<file path="src/rtl/hazard_control.sv">
// ---------------------------------------------------------------------------
// hazard_control
//
// Stall/flush controller for the 5-stage pipeline. It covers the hazards that
// operand forwarding in EX cannot resolve:
//   - load-use: the instruction in ID needs the result of a load still in EX.
//     One bubble is inserted, and the load data is then forwarded from MEM.
//   - memory wait: the MEM stage is blocked on dmem, so the whole front of
//     the pipeline is frozen.
//   - taken branch/jump resolved in EX: the younger instructions in IF/ID and
//     ID are squashed.
// It also keeps saturating performance counters and a sticky dmem-timeout flag.
//
// Parameters
//   CNT_W        width of the stall_cycles / flush_count counters
//   MEM_TIMEOUT  number of consecutive dmem-wait cycles that raise mem_timeout
//
// Ports
//   clk, rst            clock; asynchronous active-high reset
//   ID_rs1, ID_rs2      source registers of the instruction in ID
//   ID_ValidReg[2:0]    [0] rd written, [1] rs1 read, [2] rs2 read
//   EX_rd, EX_ValidReg  destination register and valid bits of the EX instr
//   EX_is_load          the EX instruction is a load
//   EX_branch_taken     the EX instruction redirects the PC this cycle
//   MEM_req, MEM_ready  dmem access active / completing this cycle
//   PC_stall .. MEM_WB_bubble  per-stage hold / squash / NOP-insert controls
//                       (combinational from state and inputs)
//   mem_timeout         sticky flag: dmem wait reached MEM_TIMEOUT cycles
//   stall_cycles        saturating count of cycles with PC_stall=1
//   flush_count         saturating count of branch flushes
// ---------------------------------------------------------------------------
module hazard_control #(
    parameter int CNT_W       = 32,
    parameter int MEM_TIMEOUT = 64
) (
    input  logic             clk,
    input  logic             rst,
    input  logic [4:0]       ID_rs1,
    input  logic [4:0]       ID_rs2,
    input  logic [2:0]       ID_ValidReg,
    input  logic [4:0]       EX_rd,
    input  logic [2:0]       EX_ValidReg,
    input  logic             EX_is_load,
    input  logic             EX_branch_taken,
    input  logic             MEM_req,
    input  logic             MEM_ready,
    output logic             PC_stall,
    output logic             IF_ID_stall,
    output logic             IF_ID_flush,
    output logic             ID_EX_stall,
    output logic             ID_EX_bubble,
    output logic             EX_MEM_stall,
    output logic             MEM_WB_bubble,
    output logic             mem_timeout,
    output logic [CNT_W-1:0] stall_cycles,
    output logic [CNT_W-1:0] flush_count
);

    // The wait counter only needs to reach MEM_TIMEOUT; it saturates there.
    localparam int                WAIT_W    = $clog2(MEM_TIMEOUT + 1);
    localparam logic [WAIT_W-1:0] WAIT_MAX  = WAIT_W'(MEM_TIMEOUT);
    localparam logic [WAIT_W-1:0] WAIT_LAST = WAIT_W'(MEM_TIMEOUT - 1);
    localparam logic [CNT_W-1:0]  CNT_MAX   = {CNT_W{1'b1}};

    typedef enum logic [1:0] {
        ST_RUN      = 2'd0,
        ST_LOAD_USE = 2'd1,
        ST_MEM_WAIT = 2'd2
    } state_t;

    state_t             r_state;
    state_t             w_next_state;

    logic               w_mem_wait;
    logic               w_rs1_hit;
    logic               w_rs2_hit;
    logic               w_load_use;

    logic [WAIT_W-1:0]  r_wait_cnt;
    logic               r_mem_timeout;
    logic [CNT_W-1:0]   r_stall_cycles;
    logic [CNT_W-1:0]   r_flush_count;

    // Saturating increment: a counter parked at all-ones never wraps to zero.
    function automatic logic [CNT_W-1:0] sat_inc(input logic [CNT_W-1:0] value);
        logic [CNT_W-1:0] result;
        if (value == CNT_MAX) begin
            result = value;
        end else begin
            result = value + CNT_W'(1);
        end
        return result;
    endfunction

    // Hazard detection terms.
    assign w_mem_wait = MEM_req & ~MEM_ready;
    assign w_rs1_hit  = ID_ValidReg[1] & (ID_rs1 == EX_rd);
    assign w_rs2_hit  = ID_ValidReg[2] & (ID_rs2 == EX_rd);
    // x0 is hard-wired to zero, so a load targeting it never creates a hazard.
    assign w_load_use = EX_is_load & EX_ValidReg[0] & (EX_rd != 5'd0) &
                        (w_rs1_hit | w_rs2_hit);

    // Next-state and control-output decode in fixed priority order.
    always_comb begin
        w_next_state  = ST_RUN;
        PC_stall      = 1'b0;
        IF_ID_stall   = 1'b0;
        IF_ID_flush   = 1'b0;
        ID_EX_stall   = 1'b0;
        ID_EX_bubble  = 1'b0;
        EX_MEM_stall  = 1'b0;
        MEM_WB_bubble = 1'b0;
        if (rst) begin
            // Reset forces every control low without waiting for an edge.
            w_next_state = ST_RUN;
        end else if (w_mem_wait) begin
            // Freeze everything up to EX/MEM; branch and load-use are simply
            // re-evaluated once the access completes because EX is frozen.
            PC_stall      = 1'b1;
            IF_ID_stall   = 1'b1;
            ID_EX_stall   = 1'b1;
            EX_MEM_stall  = 1'b1;
            MEM_WB_bubble = 1'b1;
            w_next_state  = ST_MEM_WAIT;
        end else if (EX_branch_taken) begin
            // A taken branch squashes the dependent instruction anyway, so it
            // wins over any load-use hazard seen in the same cycle.
            IF_ID_flush  = 1'b1;
            ID_EX_bubble = 1'b1;
            w_next_state = ST_RUN;
        end else if (w_load_use && (r_state != ST_LOAD_USE)) begin
            // One bubble is enough: afterwards the load sits in MEM and its
            // data reaches the consumer through the forwarding network.
            PC_stall     = 1'b1;
            IF_ID_stall  = 1'b1;
            ID_EX_bubble = 1'b1;
            w_next_state = ST_LOAD_USE;
        end else begin
            w_next_state = ST_RUN;
        end
    end

    // State register.
    always_ff @(posedge clk or posedge rst) begin
        if (rst) begin
            r_state <= ST_RUN;
        end else begin
            case (w_next_state)
                ST_RUN:      r_state <= ST_RUN;
                ST_LOAD_USE: r_state <= ST_LOAD_USE;
                ST_MEM_WAIT: r_state <= ST_MEM_WAIT;
                default:     r_state <= ST_RUN;
            endcase
        end
    end

    // Consecutive dmem-wait counter and the sticky timeout flag it drives.
    always_ff @(posedge clk or posedge rst) begin
        if (rst) begin
            r_wait_cnt    <= {WAIT_W{1'b0}};
            r_mem_timeout <= 1'b0;
        end else begin
            if (w_mem_wait) begin
                if (r_wait_cnt != WAIT_MAX) begin
                    r_wait_cnt <= r_wait_cnt + WAIT_W'(1);
                end else begin
                    r_wait_cnt <= r_wait_cnt;
                end
            end else begin
                r_wait_cnt <= {WAIT_W{1'b0}};
            end
            // Raised on the edge that closes the MEM_TIMEOUT-th wait cycle;
            // only reset clears it.
            if (w_mem_wait && (r_wait_cnt == WAIT_LAST)) begin
                r_mem_timeout <= 1'b1;
            end else begin
                r_mem_timeout <= r_mem_timeout;
            end
        end
    end

    // Saturating performance counters.
    always_ff @(posedge clk or posedge rst) begin
        if (rst) begin
            r_stall_cycles <= {CNT_W{1'b0}};
            r_flush_count  <= {CNT_W{1'b0}};
        end else begin
            if (PC_stall) begin
                r_stall_cycles <= sat_inc(r_stall_cycles);
            end else begin
                r_stall_cycles <= r_stall_cycles;
            end
            if (IF_ID_flush) begin
                r_flush_count <= sat_inc(r_flush_count);
            end else begin
                r_flush_count <= r_flush_count;
            end
        end
    end

    assign mem_timeout  = r_mem_timeout;
    assign stall_cycles = r_stall_cycles;
    assign flush_count  = r_flush_count;

endmodule

</file>
<file path="config.mk">
export PLATFORM = sky130hd
export DESIGN_NAME = hazard_control
export DESIGN_NICKNAME = d
export VERILOG_FILES = /design/src/rtl/hazard_control.sv
export SDC_FILE = /design/constraint.sdc
export NUM_CORES = 1
export LEC_CHECK = 0
export CAP_MARGIN = 0
export CELL_PAD_IN_SITES_DETAIL_PLACEMENT = 0
export CELL_PAD_IN_SITES_GLOBAL_PLACEMENT = 2
export CORE_MARGIN = 1
export CORE_UTILIZATION = 27
export DETAILED_ROUTE_END_ITERATION = 8
export PLACE_DENSITY_LB_ADDON = 0.3
export REMOVE_ABC_BUFFERS = 1
export SETUP_SLACK_MARGIN = 0.4
export SKIP_LAST_GASP = 1
export SYNTH_ARGS = -nofsm -noshare
export SYNTH_HDL_FRONTEND = slang
export SYNTH_SLANG_ARGS = --single-unit
</file>
<file path="constraint.sdc">
create_clock -name clk -period 5.1 [get_ports clk]
set_clock_uncertainty 0.05 [all_clocks]
set_input_delay 1.53 -clock clk [delete_from_list [all_inputs] [get_ports clk]]
set_output_delay 1.53 -clock clk [all_outputs]
set_load 0.05 [all_outputs]
</file>
[After elaboration in Yosys (flattened, before gate mapping)]
Cells that the tools add are included.
Storage, ports and cells
  bits in registers: 74
  bits of input ports: 27
  output and inout bits: 72
Operators by class
  add/subtract/negate cells: 3
  equality and inequality tests: 10
  mux-type cells: 19
  bitwise logic cells: 10
  reduce and logical (&&, ||, !) cells: 5
Operators by type and width (count)
  $add A32 B1 Y32 const B: 2
  $eq A32 B32 Y1 const B: 2
  $mux W1: 14
  $mux W7: 2
  $eq A5 B5 Y1: 2
  $add A7 B1 Y7 const B: 1
  $eq A7 B6 Y1 const B: 1
  $ne A7 B7 Y1 const B: 1
  $and A1 B1 Y1: 6
  $reduce_bool A5 Y1: 1
  $mux W2: 2
  $ne A2 B1 Y1 const B: 2
  $pmux W2 S2: 1
  $reduce_and A2 Y1: 2
  $not A1 Y1: 3
  $eq A2 B1 Y1 const B: 1
  $eq A2 B2 Y1 const B: 1
  $logic_and A1 B1 Y1: 2
  $or A1 B1 Y1: 1

[Logic depth before layout (Yosys ltp)]
  depth after elaboration: 11
  depth in mapped cells: 8
  depth with buffers taken out: 7

[Least setup slack after synthesis]
No wires, ideal clock.
  kind: input -> output
  from: input rst
  to: output IF_ID_flush
  data arrival time: 3.792 ns
  required time: 3.520 ns
  slack: -0.272 ns
  stages on the path: 2
  buffers on the path: 0
  cell sequence: inv_1 > and3_1
On the way
  word-level cells in the longest chain between the ends: 1
Ends and longest elaborated chain
  start, declared: RTL line 37  | input logic rst,
  $mux W1: RTL line 113  | if (rst) begin
  end, declared: RTL line 49  | output logic IF_ID_flush,
No other way between the ends.

[Final worst setup path]
  from: input EX_rd[0]
  to: output ID_EX_bubble
On the way
  word-level cells in the longest chain between the ends: 9
  elaborated cells on any way between the ends: 13
Ends and longest elaborated chain
  start, declared: RTL line 41  | input logic [4:0] EX_rd,
  $eq A5 B5 Y1, on equally long branches: RTL line 97, 98
  $and A1 B1 Y1, on equally long branches: RTL line 97, 98
  $or A1 B1 Y1: RTL line 101  | (w_rs1_hit | w_rs2_hit);
  $and A1 B1 Y1 (*): RTL line 100  | assign w_load_use = EX_is_load & EX_ValidReg[0] & (EX_rd != 5'd0) &
  $logic_and A1 B1 Y1 (*): RTL line 131  | end else if (w_load_use && (r_state != ST_LOAD_USE)) begin
  $mux W1 (*): RTL line 131
  $mux W1 (*): RTL line 125  | end else if (EX_branch_taken) begin
  $mux W1 (*): RTL line 116  | end else if (w_mem_wait) begin
  $mux W1 (*): RTL line 113
  end, declared: RTL line 51  | output logic ID_EX_bubble,
Mark *: on every way between the ends. The rest lies on a longest branch, timed or not.

==> flow_summary.json <==
{
  "routed_wl_um": 9289,
  "tightest_slew_ns": 0.9769,
  "seq_power_share": 0.413,
  "netlist_area_sq_um": 3774,
  "setup_violations": 0,
  "end_kind": "output pin",
  "areaGrowthSynthToFinish_pct": 40.98,
  "critPathLaunchType": "input port",
  "pwr-share-clk": 0.393,
  "first_iter_violations": 128,
  "gr-total-overflow": 0,
  "dp_hpwl_um": 6558,
  "required_ns": 3.52,
  "fin_ws_ns": 0.4546,
  "drcViolationCount": 0,
  "ys_types": 42,
  "final_cell_mix": "clkdlybuf4s50_1 (83), dfrtp_1 (74), xnor2_1 (43), nand2_1 (35), xor2_1 (33)",
  "clock_sinks": 74,
  "rsz0062_at_grt": "yes",
  "synth_seq_cells": 74,
  "ys_seq_area_frac": 0.4907,
  "ant_nets": 0,
  "clk_pin_slew_worst_paths_ns": 0.06,
  "max_freq_mhz": 215.3,
  "critPathKind": "input port to output pin",
  "placementRows": 42,
  "fin_crit_ns": 4.645,
  "synth_edf_count": 0,
  "pre_cts_ws_ns": 0.1475,
  "status": "finished, final reports clean",
  "die_h_um": 120.2,
  "first_pass_iters": 4,
  "track_usage": 0.1378,
  "cap_violations": 0,
  "synth_ff_type": "dfrtp_1",
  "hold_violations": 0,
  "place_area_sq_um": 4982,
  "grt_pass1_wl_um": 15480,
  "final_area_sq_um": 5320,
  "synth_warnings": 0,
  "slew_headroom": 0.3487,
  "intPower_w": 0.001110,
  "power.total_w": 0.001595,
  "seqCellArea_sq_um": 1852,
  "power.leakage_nw": 2.282,
  "holdBufCountCts": 0,
  "clock_latency_ns": 0.34,
  "root_buffer": "clkbuf_16",
  "grt_max_degree": 75,
  "dieArea_sq_um": 14450,
  "pwr-share-comb": 0.194,
  "io_pins": 99,
  "die_x_um": 120.2,
  "io_buffers": 95,
  "syn_avg_cell_area_sq_um": 10.51,
  "irDropWorstVdd_mv": 0.1265,
  "antenna_cells": 0,
  "vias": 3027,
  "via_per_inst": 4.686,
  "multiInputGateArea_sq_um": 1849,
  "core_area_sq_um": 13450,
  "fillers": 1379,
  "nets": 497,
  "start_util": 0.2805,
  "synthCells": 359,
  "slew_violations": 0,
  "switching_power_w": 0.0004848,
  "ctsLongestPathBuffers": 2,
  "swShare": 0.3039,
  "arrival_ns": 3.07,
  "final_common_cell": "clkdlybuf4s50_1",
  "cts_tree": "built",
  "antenna_found_initial": 0,
  "final_core_util": 0.3955,
  "cp_max_fo": 4,
  "power.density_nw_per_um2": 299.8,
  "hold_class": "register to register",
  "htreeDepth": 3,
  "gp_congestion": 0.7151,
  "ys_async_sr_fraction": 1.000,
  "min_period_over_period": 0.9109,
  "numCtsBuffers": 9,
  "grt_pass1_vias": 3023,
  "drive_above_1_share": 0.1170,
  "routedWlPerCell_um": 14.38
}
-- power by group through the flow --
stage,clock (W),sequential (W),combinational [W]
6_report,0.000626,0.000659,0.000310
3_3_place_gp,0,0.000667,0.000310
5_1_grt,0.000670,0.000665,0.000332
2_1_floorplan,0,0.000769,0.0000840
3_5_place_dp,0,0.000669,0.000311
4_1_cts,0.000649,0.000659,0.000315
-- synth_stat cells, types with 2 or more instances --
library cell,count,area [sq um]
a21oi_1,3,15.01
and2_1,7,43.79
and3_1,14,87.58
and4_1,6,52.55
buf_2,3,15.01
buf_4,3,22.52
buf_6,2,22.52
dfrtp_1,74,1852
ha_1,4,50.05
inv_1,10,37.54
mux2_2,2,22.52
nand2_1,35,131.4
nand2b_1,2,12.51
nand3_1,25,125.1
nand3_2,2,20.02
nand4_1,19,118.9
nand4_2,2,25.02
nor2_1,25,93.84
nor3_1,12,60.06
nor4_1,9,56.30
nor4_2,5,62.56
xnor2_1,43,376.6
xor2_1,33,289.0
-- flip-flops by register name (all words and copies together) (netlist names) --
name and count:
mem_timeout 1, stall_cycles 32, flush_count 32, r_wait_cnt 7
r_state 2
-- per-layer routing --
metal / vias to the layer above / track usage / share of wire
met2: 73 / 0.2051 / 0.45
met3: 13 / 0.02783 / 0.045
met5: - / 0 / 0
met4: 0 / 0.06481 / 0.019
li1: 1465 / - / -
met1: 1476 / 0.1911 / 0.49
-- worst max-delay path, cell delays in order --
cell,delay [ns]
dlygate4sd2_1,0.28
or4_4,0.53
o2111a_2,0.31
a21oi_1,0.18
nor3_2,0.07
buf_12,0.16
-- final cells by class --
type | count | share of cell area
sequential | 74 | 0.3481
multi-input combinational | 267 | 0.3476
timing repair buffer | 104 | 0.2023
clock buffer | 10 | 0.04304
tap | 176 | 0.04139
clock inverter | 5 | 0.01058
inverter | 10 | 0.007056
-- per-stage QoR --
| stage | hold WS [ns] | setup TNS (ns) | instances |
|---|---|---|---|
| 2_1_floorplan | 0.4215 | -1.198 | 351 |
| 3_3_place_gp | 0.4031 | 0 | 629 |
| 3_5_place_dp | 0.4065 | 0 | 629 |
| 4_1_cts | 0.4217 | 0 | 646 |
| 5_1_grt | 0.4564 | 0 | 646 |
| 6_report | 0.4159 | 0 | 646 |
-- kinds of logic (layout without fill, tap and decap cells) --
logic type	Yosys count	count (layout)	synth area share
flops	74	74	0.4907
fa+ha+maj	4	4	0.01326
xor+xnor	76	76	0.1764
compound gates	12	12	0.03050
simple gates	173	173	0.2573
buf+inv	18	129	0.02586
mux	2	2	0.005968
-- what timing repair did --
item                                    in CTS  in global routing
endpoints found under the setup margin       3                  3
gates resized for setup                     13                  2
buffers inserted                             2                  0
endpoints found under the hold margin        0                  0
pin swaps                                    4                  3
-- worst paths after layout --
check,start,end,slack (ns),cells after the start
max in group asynchronous,rst,flush_count[26]$_DFFE_PP0P_,2.40,3
hold reg to reg,mem_timeout$_DFFE_PP0P_,mem_timeout$_DFFE_PP0P_,0.42,2
setup / recovery,EX_rd[0],ID_EX_bubble,0.45,6
setup reg to reg,stall_cycles[12]$_DFFE_PP0P_,stall_cycles[31]$_DFFE_PP0P_,2.51,6
hold / removal,mem_timeout$_DFFE_PP0P_,mem_timeout$_DFFE_PP0P_,0.42,2
min in group asynchronous,rst,stall_cycles[24]$_DFFE_PP0P_,1.99,3
No activity file was read; power rests on OpenSTA's default activity.
